==> src/rtl/alu_pkg.sv <==
// Shared types for the ALU command driver: opcode encoding and driver FSM states.
// Default ALU width lives here so the driver and its parent agree on operand size.
package alu_pkg;

  localparam int WORD_W = 16;

  typedef enum logic [1:0] {
    OP_ADD = 2'b00,
    OP_SUB = 2'b01,
    OP_ENC = 2'b10,
    OP_DEC = 2'b11
  } alu_op_e;

  typedef enum logic [1:0] {
    S_IDLE   = 2'b00,
    S_WAIT   = 2'b01,
    S_VERIFY = 2'b10,
    S_RESP   = 2'b11
  } drv_state_e;

endpackage

==> src/rtl/alu_cmd_driver.sv <==
// Sequential initiator for the combinational ALU; ALU_CHECK_EN adds an encrypt round-trip check.
// Latency SETTLE_CYC cycles accept->rsp_valid (2*SETTLE_CYC for checked encrypts).
// cmd_ready only in IDLE; response held stable until rsp_ready.
module alu_cmd_driver #(
  parameter int WORD_W     = alu_pkg::WORD_W,
  parameter int SETTLE_CYC = 1,
  parameter int CNT_W      = 8
) (
  input  logic              clk,
  input  logic              rst_n,
  input  logic              cmd_valid,
  output logic              cmd_ready,
  input  logic [1:0]        cmd_instr,
  input  logic [WORD_W-1:0] cmd_a,
  input  logic [WORD_W-1:0] cmd_b,
  output logic [1:0]        alu_instruction,
  output logic [WORD_W-1:0] alu_a,
  output logic [WORD_W-1:0] alu_b,
  input  logic [WORD_W-1:0] alu_result,
  output logic              rsp_valid,
  input  logic              rsp_ready,
  output logic [WORD_W-1:0] rsp_result,
  output logic [1:0]        rsp_instr,
  output logic [CNT_W-1:0]  op_count,
  output logic              chk_err
);

  import alu_pkg::*;

  localparam int SC_W = (SETTLE_CYC > 1) ? $clog2(SETTLE_CYC) : 1;
  localparam logic [SC_W-1:0] SC_LOAD = SC_W'(SETTLE_CYC - 1);

  drv_state_e        state_q, state_d;
  logic [SC_W-1:0]   cnt_q, cnt_d;
  logic [1:0]        instr_q, instr_d;
  logic [WORD_W-1:0] a_q, a_d;
  logic [WORD_W-1:0] b_q, b_d;
  logic              rsp_vld_q, rsp_vld_d;
  logic [WORD_W-1:0] rsp_res_q, rsp_res_d;
  logic [1:0]        rsp_instr_q, rsp_instr_d;
  logic [CNT_W-1:0]  op_cnt_q, op_cnt_d;

  logic cmd_hs;
  logic rsp_hs;
  logic settle_done;
  logic go_verify;

`ifdef ALU_CHECK_EN
  logic [WORD_W-1:0] orig_a_q, orig_a_d;
  logic              chk_err_q, chk_err_d;
`endif

  assign cmd_hs      = cmd_valid && cmd_ready;
  assign rsp_hs      = rsp_vld_q && rsp_ready;
  assign settle_done = (cnt_q == '0);
`ifdef ALU_CHECK_EN
  assign go_verify   = (instr_q == OP_ENC);
`else
  assign go_verify   = 1'b0;
`endif

  // State register
  always_ff @(posedge clk or negedge rst_n) begin
    if (!rst_n) begin
      state_q     <= S_IDLE;
      cnt_q       <= '0;
      instr_q     <= '0;
      a_q         <= '0;
      b_q         <= '0;
      rsp_vld_q   <= 1'b0;
      rsp_res_q   <= '0;
      rsp_instr_q <= '0;
      op_cnt_q    <= '0;
`ifdef ALU_CHECK_EN
      orig_a_q    <= '0;
      chk_err_q   <= 1'b0;
`endif
    end else begin
      state_q     <= state_d;
      cnt_q       <= cnt_d;
      instr_q     <= instr_d;
      a_q         <= a_d;
      b_q         <= b_d;
      rsp_vld_q   <= rsp_vld_d;
      rsp_res_q   <= rsp_res_d;
      rsp_instr_q <= rsp_instr_d;
      op_cnt_q    <= op_cnt_d;
`ifdef ALU_CHECK_EN
      orig_a_q    <= orig_a_d;
      chk_err_q   <= chk_err_d;
`endif
    end
  end

  // Next-state logic
  always_comb begin
    state_d = state_q;
    case (state_q)
      S_IDLE:   if (cmd_hs) state_d = S_WAIT;
      S_WAIT:   if (settle_done) state_d = go_verify ? S_VERIFY : S_RESP;
      S_VERIFY: if (settle_done) state_d = S_RESP;
      S_RESP:   if (rsp_hs) state_d = S_IDLE;
      default:  state_d = S_IDLE;
    endcase
  end

  // Datapath register updates
  always_comb begin
    cnt_d       = cnt_q;
    instr_d     = instr_q;
    a_d         = a_q;
    b_d         = b_q;
    rsp_vld_d   = rsp_vld_q;
    rsp_res_d   = rsp_res_q;
    rsp_instr_d = rsp_instr_q;
    op_cnt_d    = op_cnt_q;
`ifdef ALU_CHECK_EN
    orig_a_d    = orig_a_q;
    chk_err_d   = chk_err_q;
`endif
    case (state_q)
      S_IDLE: begin
        if (cmd_hs) begin
          instr_d = cmd_instr;
          a_d     = cmd_a;
          b_d     = cmd_b;
          cnt_d   = SC_LOAD;
`ifdef ALU_CHECK_EN
          orig_a_d = cmd_a;
`endif
        end
      end
      S_WAIT: begin
        if (!settle_done) begin
          cnt_d = cnt_q - SC_W'(1);
        end else if (go_verify) begin
          // alu_a keeps the ciphertext through VERIFY and is returned as the response
          instr_d = OP_DEC;
          a_d     = alu_result;
          cnt_d   = SC_LOAD;
        end else begin
          rsp_vld_d   = 1'b1;
          rsp_res_d   = alu_result;
          rsp_instr_d = instr_q;
        end
      end
`ifdef ALU_CHECK_EN
      S_VERIFY: begin
        if (!settle_done) begin
          cnt_d = cnt_q - SC_W'(1);
        end else begin
          rsp_vld_d   = 1'b1;
          rsp_res_d   = a_q;
          rsp_instr_d = OP_ENC;
          if (alu_result != orig_a_q) chk_err_d = 1'b1;
        end
      end
`endif
      S_RESP: begin
        if (rsp_hs) begin
          rsp_vld_d = 1'b0;
          op_cnt_d  = op_cnt_q + CNT_W'(1);
        end
      end
      default: ;
    endcase
  end

  // Outputs; cmd_ready is suppressed while reset is asserted
  always_comb begin
    cmd_ready       = (state_q == S_IDLE) && rst_n;
    alu_instruction = instr_q;
    alu_a           = a_q;
    alu_b           = b_q;
    rsp_valid       = rsp_vld_q;
    rsp_result      = rsp_res_q;
    rsp_instr       = rsp_instr_q;
    op_count        = op_cnt_q;
`ifdef ALU_CHECK_EN
    chk_err         = chk_err_q;
`else
    chk_err         = 1'b0;
`endif
  end

endmodule

==> config.mk <==
export PLATFORM = sky130hd
export DESIGN_NAME = alu_cmd_driver
export DESIGN_NICKNAME = d
export VERILOG_FILES = /design/src/rtl/alu_pkg.sv /design/src/rtl/alu_cmd_driver.sv
export SDC_FILE = /design/constraint.sdc
export NUM_CORES = 1
export LEC_CHECK = 0
export BUFFER_PORTS_ARGS = -buffer_cell sky130_fd_sc_hd__buf_2
export CORE_MARGIN = 5
export CORE_UTILIZATION = 25
export CTS_CLUSTER_SIZE = 20
export DETAILED_ROUTE_END_ITERATION = 12
export GPL_ROUTABILITY_DRIVEN = 0
export HOLD_SLACK_MARGIN = 0.15
export SYNTH_ARGS = -nofsm -noshare
export SYNTH_HDL_FRONTEND = slang
export SYNTH_SLANG_ARGS = --single-unit
==> constraint.sdc <==
create_clock -name clk -period 2 [get_ports clk]
set_input_delay 0.2 -clock clk [delete_from_list [all_inputs] [get_ports clk]]
set_output_delay 0.2 -clock clk [all_outputs]
set_load 0.005 [all_outputs]
# Word-level counts from Yosys, hierarchy flattened
# Index checks and enable logic that the tools add are counted.
# totals
regBits	64
input_bits	54
out_inout_bits	63
word_cells	42
# op_classes
addsub	2
n_eq_ne	7
mux	10
bitwise_logic	1
n_reduce_logical	13
# ops
cell	count
$add 8x1->8 const B	1
$ne 2x2->1 const B	4
$reduce_and 2->1	4
$mux 2	3
$pmux 2 s3	1
$reduce_and 3->1	2
$eq 2x2->1 const B	2
$mux 1	4
$pmux 1 s2	2
$reduce_bool 2->1	2
$logic_and 1x1->1	3
$eq 2x1->1 const B	1
$logic_not 2->1	1
$reduce_or 2->1	1
$not 1->1	1
$sub 1x1->1 const B	1

# Logic depth before layout (Yosys ltp)
# Gate-level depths: netlist of the first run.
# depth
ltp_word	5
mapped_depth	6
depth_no_buf	5

# Least setup slack after synthesis of the first run
# Ideal clock, no wire load.
# synth_timing
path_type	register -> register
start	register state_q[0]
end	register a_q[0] (netlist: alu_a[0])
setup_ns	0.125
arrival_ns	1.314
t_required_ns	1.875
slack_ns	0.561
stages_incl_launch_ff	7
path_buffers	1
period_less_slack_ns	1.439
path_cell_list	dfrtp_1 > inv_1 > ha_1 > and2_4 > nand2_4 > buf_6 > mux2_4
# synth_between
elab_chain_cells	4
# synth_lines
element	line_no	rtl
from (decl)	alu_cmd_driver.sv:33	drv_state_e state_q, state_d;
from (signal assigned)	alu_cmd_driver.sv:79	state_q <= state_d;
$logic_not 2->1	alu_cmd_driver.sv:171	cmd_ready = (state_q == S_IDLE) && rst_n;
$logic_and 1x1->1	alu_cmd_driver.sv:171	
net cmd_ready	alu_cmd_driver.sv:12	output logic cmd_ready,
$logic_and 1x1->1	alu_cmd_driver.sv:53	assign cmd_hs = cmd_valid && cmd_ready;
$reduce_and 2->1 (no source line)	-	
to (signal assigned)	alu_cmd_driver.sv:68	a_q <= '0;
to (signal assigned)	alu_cmd_driver.sv:82	a_q <= a_d;
to (decl)	alu_cmd_driver.sv:36	logic [WORD_W-1:0] a_q, a_d;
# The timed path passes the listed nets, and every way through them passes these cells.
# A chain may end at the register's enable or synchronous reset.

# Worst setup path after layout of the first run
# layout_timing
start	register state_q[0]
end	register a_q[13] (netlist: alu_a[13])
# layout_between
elab_chain_cells	4
# layout_lines
element	line_no
$logic_not 2->1 *	alu_cmd_driver.sv:121, alu_cmd_driver.sv:171
$logic_and 1x1->1	alu_cmd_driver.sv:171
$logic_and 1x1->1	alu_cmd_driver.sv:53
$reduce_and 2->1 (no source line) *	-
# Mark *: on every way between the ends. The rest lies on a longest branch, timed or not.

==> run_results.csv, run 1 <==
group,metric,value,unit
run_status,outcome,"complete, no violations",
critical_path,crit_start,"state_q[0]",
worst_hold_path,min_path_type,"input port to register",
yosys,synth_mux_area_share,27.76,%
drt,vias,1911,
sta,fmax,619.2,MHz
floorplan,die_w,111.9,µm
placed_design,numPortBuffers,115,
clocking,clk_latency,0.33,ns
critical_path,cp_slowest_cell,"dfrtp_1",
layout,area_delta_synth_final,58.12,%
critical_path,crit_path_end_kind,"register",
yosys,synth.distinct_cells,22,
floorplan,die_y,111.9,µm
critical_path,cpLargestDelayFamily,"flip-flops",
clocking,cts-htree-levels,3,
critical_path,critical_path_class,"register to register",
drt,wl,6477,µm
clocking,tritoncts,"done",
placed_design,dp_slack,0.3832,ns
drt,vias_per_cell,4.023,
drt,drtIter0Drc,89,
layout,n_fill_cell,955,
floorplan,rows,37,
yosys,synth_nets,217,
layout,nets,392,
critical_path,rr_startpoint,"state_q[0]",
global_routing,antenna_found_initial,0,
power_and_ir_drop,intPower,4023,µW
floorplan,start_util,25.38,%
clocking,ctsResizeCount,0,
global_routing,grt.total_usage,10.78,%
clocking,clk_pin_slew,0.07,ns
power_and_ir_drop,switching_share,27.92,%
floorplan,die_area,12520,µm²
yosys,yosys.area.top_type,"dfrtp_1",
yosys,syn_inst,159,
run,drv_cap,0,
power_and_ir_drop,pwr-share-seq,39.4,%
yosys,synth_seq_cells,63,
power_and_ir_drop,irDropWorstVdd,0.4672,mV
global_routing,grt_max_degree,50,
sta,hold_viol,0,
critical_path,crit_arrival,1.82,ns
yosys,synth-xor-area-share,2.361,%
yosys,synth_top_family_by_area,"multiplexers",
power_and_ir_drop,p_sw,1559,µW
power_and_ir_drop,leakage,0.002139,µW
yosys,synth_top_area_share,60.72,%
global_routing,grt_overflow,0,
drt,ant_nets,0,
sta,fin_crit,1.615,ns
clocking,root_buffer,"clkbuf_8",
yosys,ys_seq_area_share,60.72,%
yosys,syn_area_per_cell,16.33,µm²
sta,worst_slack,0.3851,ns
yosys,synthAdderAreaFrac,1.928,%
power_and_ir_drop,power.density,1360,nW/µm²
clocking,cts_buffers,9,
critical_path,cp_cell_sequence,"inv_1, ha_1, and2_4, nand2_4, buf_12, mux2_2",
global_routing,grt_pass1_vias,2140,
yosys,yosys-top-cells-area,"dfrtp_1, mux2_4, mux2_2",
floorplan,core-area,10230,µm²
sta,maxSlewHeadroom,58.12,%
worst_hold_path,worstHoldStart,"cmd_valid",
yosys,yosysWarnings,0,
critical_path,worst-path-buf-inv,2,
drt,wire_per_inst,13.64,µm
sta,slew_violations,0,
power_and_ir_drop,clkPwrFrac,24.2,%
critical_path,cpPeakStageDelay,0.39,ns
floorplan,pin_count,117,
global_routing,grt_pass1_wl,10880,µm
sta,rsz0062_at_grt,"no",
critical_path,critical_path_required,2.21,ns
yosys,synth_compound_area_share,1.253,%
placed_design,dpl.hpwl,3982,µm
sta,period_share,80.74,%
critical_path,crit_fanout,34,
clocking,clk_path_buf_depth,2,
power_and_ir_drop,pwr-share-comb,36.4,%
clocking,cts_sinks,63,
sta,worst_pin_slew,0.6282,ns
yosys,synthSimpleGateAreaFrac,3.133,%
sta,final.setup.tns,0,ns
sta,holdWs,0.3114,ns
sta,skew,0.009902,ns
drt,drc,0,
yosys,syn_area,2596,µm²
placed_design,placed_cells,407,
layout,antennaDiodeCount,0,
layout,drive_gt1_share,56.05,%
layout,final_core_util,40.12,%
critical_path,critPathLaunchType,"register",
sta,setup_viol,0,
drt,first_pass_iters,4,
layout,final_cells,475,
path summary, 6_finish.rpt:
| path | end | slack (ns) | cells after the start |
|---|---|---|---|
| setup / recovery | alu_a[13] | 0.39 | 6 |
| hold / removal | state_q[0] | 0.31 | 3 |
| setup reg to reg | alu_a[13] | 0.39 | 6 |
| hold reg to reg | op_count[7] | 0.48 | 1 |
| max in group asynchronous | alu_b[10] | 0.96 | 3 |
| min in group asynchronous | rsp_valid | 0.44 | 3 |
per-layer routing:
metal	GRT usage [%]	part of all wire, %	wire length, µm	up-vias
li1	-	-	-	902
met1	13.17	44	2847	929
met2	17.63	48	3107	72
met3	3.533	7.2	464	8
met4	4.217	0.88	57	0
met5	0	0	0	-
metrics by stage:
stage / power (µW) / cell area, µm²
6_report: 5582 / 4105
5_1_grt: 5962 / 4105
4_1_cts: 5673 / 4105
3_5_place_dp: 4189 / 3338
3_3_place_gp: 4140 / 3338
2_1_floorplan: 3316 / 2596
power groups by stage:
| stage | sequential [µW] | clock (µW) | combinational [µW] |
|---|---|---|---|
| finish | 2200 | 1350 | 2030 |
| CTS | 2190 | 1410 | 2060 |
| global route | 2280 | 1460 | 2220 |
| floorplan | 2250 | 0 | 1070 |
| detailed placement | 2210 | 0 | 1980 |
| global placement | 2190 | 0 | 1950 |
cells in the mapped netlist (all sizes together):
library cell / number
ha: 4
and3: 3
o21ai: 2
conb: 1
dfrtp: 63
mux2: 54
a21boi: 1
nand2: 5
nor2: 1
xor2: 3
nor3: 1
xnor2: 4
inv: 3
nand4: 3
clkbuf: 1
buf: 6
and2: 1
a21oi: 3
state kept, by name, summed over array words and instances (netlist names):
| name | cells |
|---|---|
| alu_b | 16 |
| alu_instruction | 2 |
| state_q | 2 |
| rsp_result | 16 |
| op_count | 8 |
| rsp_valid | 1 |
| alu_a | 16 |
| rsp_instr | 2 |
cell families after synthesis:
family                     Yosys count
buffers and inverters               10
and+or+nand+nor                     14
DFF                                 63
muxes                               54
adders and majority gates            4
AOI/OAI and AO/OA                    6
xor gates and xnor gates             7
other                                1
area by class of cell:
class                           instances  area (µm²)  share of cell area, %
Timing Repair Buffer                  171        1151                  28.04
Sequential cell                        63        1577                  38.40
Multi-Input combinational cell         86       949.7                  23.13
Tap cell                              136       170.2                  4.145
Inverter                                3       11.26                 0.2743
Clock inverter                          5       105.1                  2.560
Clock buffer                           11       141.4                  3.444
layout by cell type, fill, tap and decap left out:
master         Yosys  final
a21boi_0           1      1
a21oi_1            3      3
and2_4             1      1
and3_1             3      3
buf_12             0      2
buf_2              1    115
buf_4              2      2
bufinv_16          0      3
clkbuf_1           0      1
clkbuf_8           0     10
clkinvlp_4         0      2
conb_1             1      1
dfrtp_1           63     63
dlygate4sd3_1      0     52
ha_1               4      4
inv_1              3      3
mux2_2            24     24
mux2_4            30     30
nand2_1            4      4
nand2_4            1      1
nand4_1            3      3
nor2_1             1      1
nor3_1             1      1
o21ai_0            2      2
xnor2_1            4      4
xor2_1             3      3
worst min-delay path, stage by stage:
cell	delay [ns]
buf_2	0.11
a21boi_0	0.13
o21ai_0	0.16
timing repair:
action,4_1_cts,5_1_grt
hold buffers,52,0
buffers inserted,0,0
hold endpoints to repair,114,0
Note: power is estimated with default switching activity, not from simulation.
==> run 2: changes to the inputs <==
- clock period: 2 -> 1.5 ns (I/O delays scaled with it)
==> run_results.csv, run 2 (synthesis gave the netlist of run 1 again) <==
group,metric,value,unit
sta,setup_viol,0,
power_and_ir_drop,power,7466,µW
sta,skew,0.006276,ns
power_and_ir_drop,pwr-share-comb,38.3,%
run_status,outcome,"complete, no violations",
power_and_ir_drop,irDropWorstVdd,0.8401,mV
placed_design,dp_slack,0.03085,ns
layout,drive_gt1_share,58.33,%
critical_path,crit_path_end_kind,"register",
drt,drtIter0Drc,48,
clocking,cts-htree-levels,3,
critical_path,regToRegSetupSlack,0.05,ns
layout,mostFrequentLayoutCell,"buf_2",
clocking,clk_path_buf_depth,2,
power_and_ir_drop,power.density,1762,nW/µm²
layout,area_delta_synth_final,63.23,%
power_and_ir_drop,intPower,5313,µW
drt,wl,6645,µm
sta,hold_viol,0,
sta,slew_violations,0,
sta,fmax,690.8,MHz
power_and_ir_drop,clkPwrFrac,22.6,%
critical_path,r2r_cells,6,
global_routing,grt_max_degree,50,
sta,maxSlewHeadroom,57.52,%
floorplan,rows,37,
floorplan,pin_count,117,
critical_path,critPathLaunchType,"register",
drt,ant_nets,0,
worst_hold_path,min_path_type,"input port to register",
drt,vias,1935,
clocking,clk_latency,0.34,ns
clocking,tritoncts,"done",
global_routing,grt_pass1_wl,10810,µm
floorplan,die_w,111.9,µm
power_and_ir_drop,leakage,0.002193,µW
critical_path,crit_fanout,7,
drt,vias_per_cell,3.998,
global_routing,antenna_found_initial,0,
critical_path,worstReg2RegEnd,"alu_b[11]",
sta,period_share,96.50,%
clocking,clk_pin_slew,0.07,ns
floorplan,start_util,25.38,%
clocking,root_buffer,"clkbuf_8",
drt,drc,0,
placed_design,numPortBuffers,115,
layout,nets,401,
critical_path,cp-endpoint,"alu_b[11]",
sta,holdWs,0.2687,ns
floorplan,core-area,10230,µm²
clocking,post-cts-setup-buffers,0,
global_routing,grt_pass1_vias,2149,
sta,worst_slack,0.05250,ns
sta,fin_crit,1.448,ns
critical_path,rr_startpoint,"state_q[1]",
sta,worst_pin_slew,0.6351,ns
critical_path,critical_path_required,1.72,ns
global_routing,grt.total_usage,10.83,%
critical_path,crit_arrival,1.66,ns
critical_path,crit_start,"state_q[1]",
drt,wire_per_inst,13.73,µm
layout,final_cell_mix,"buf_2, dfrtp_1, dlygate4sd3_1, mux2_4, mux2_2",
critical_path,critical_path_class,"register to register",
clocking,cts_sinks,63,
run,drv_cap,0,
clocking,cts_buffers,9,
layout,antennaDiodeCount,0,
floorplan,die_y,111.9,µm
power_and_ir_drop,pwr-share-seq,39.1,%
drt,first_pass_iters,4,
power_and_ir_drop,switching_share,28.84,%
floorplan,die_area,12520,µm²
power_and_ir_drop,p_sw,2153,µW
global_routing,grt_overflow,0,
placed_design,dpl.hpwl,4198,µm
## run 2: power groups by stage
stage                     Sequential [µW]  Clock [µW]  Combinational [µW]
after floorplan                      2990           0                1430
after CTS                            2920        1760                2850
after detailed placement             2950           0                2730
final                                2920        1690                2860
after global placement               2920           0                2680
after global routing                 3030        1850                3130
## run 2: repair_timing
| item | in CTS | in global routing |
|---|---|---|
| hold buffers | 53 | 0 |
| setup endpoints to repair | 0 | 17 |
| hold endpoints to repair | 114 | 0 |
| resized for setup | 0 | 7 |
## run 2: how the worst min path moves through the flow
stage / startpoint / endpoint / slack [ns] / cells past startpoint
3_3_place_gp: rst_n / state_q[0] / 0.17 / 2
2_1_floorplan: rst_n / alu_a[0] / -0.15 / 0
5_1_grt: cmd_valid / state_q[0] / 0.30 / 3
6_report: cmd_valid / state_q[0] / 0.27 / 3
3_5_place_dp: rst_n / state_q[0] / 0.17 / 2
4_1_cts: cmd_valid / state_q[0] / 0.20 / 3
## run 2: critical path, stage by stage, from the launching register on
cell       delay [ns]
dfrtp_1          0.40
inv_2            0.06
ha_1             0.14
and2_4           0.17
nand2_8          0.08
clkbuf_16        0.18
mux2_4           0.29
## run 2: metrics by stage
stage	std cells	setup TNS, ns	utilization, %	area [µm²]
6_report	484	0	41.42	4238
5_1_grt	484	-0.03180	41.42	4238
4_1_cts	482	0	40.63	4156
3_5_place_dp	413	0	33.19	3396
3_3_place_gp	413	0	33.19	3396
2_1_floorplan	159	0	-	2596
## run 2: cell type report
class	count	area [µm²]
well taps	136	170.2
inverters	3	11.26
multi-input cells	86	977.2
flip-flops and latches	63	1577
repair buffers	180	1272
clock inverters	6	92.59
clock buffers	10	137.6
fillers	948	5993
## run 2: routing by layer
layer	track usage (%)	routed length (µm)	share of wire [%]
met5	0	0	0
met4	3.812	155	2.3
met3	4.837	556	8.4
met2	17.47	3142	47
met1	12.80	2790	42
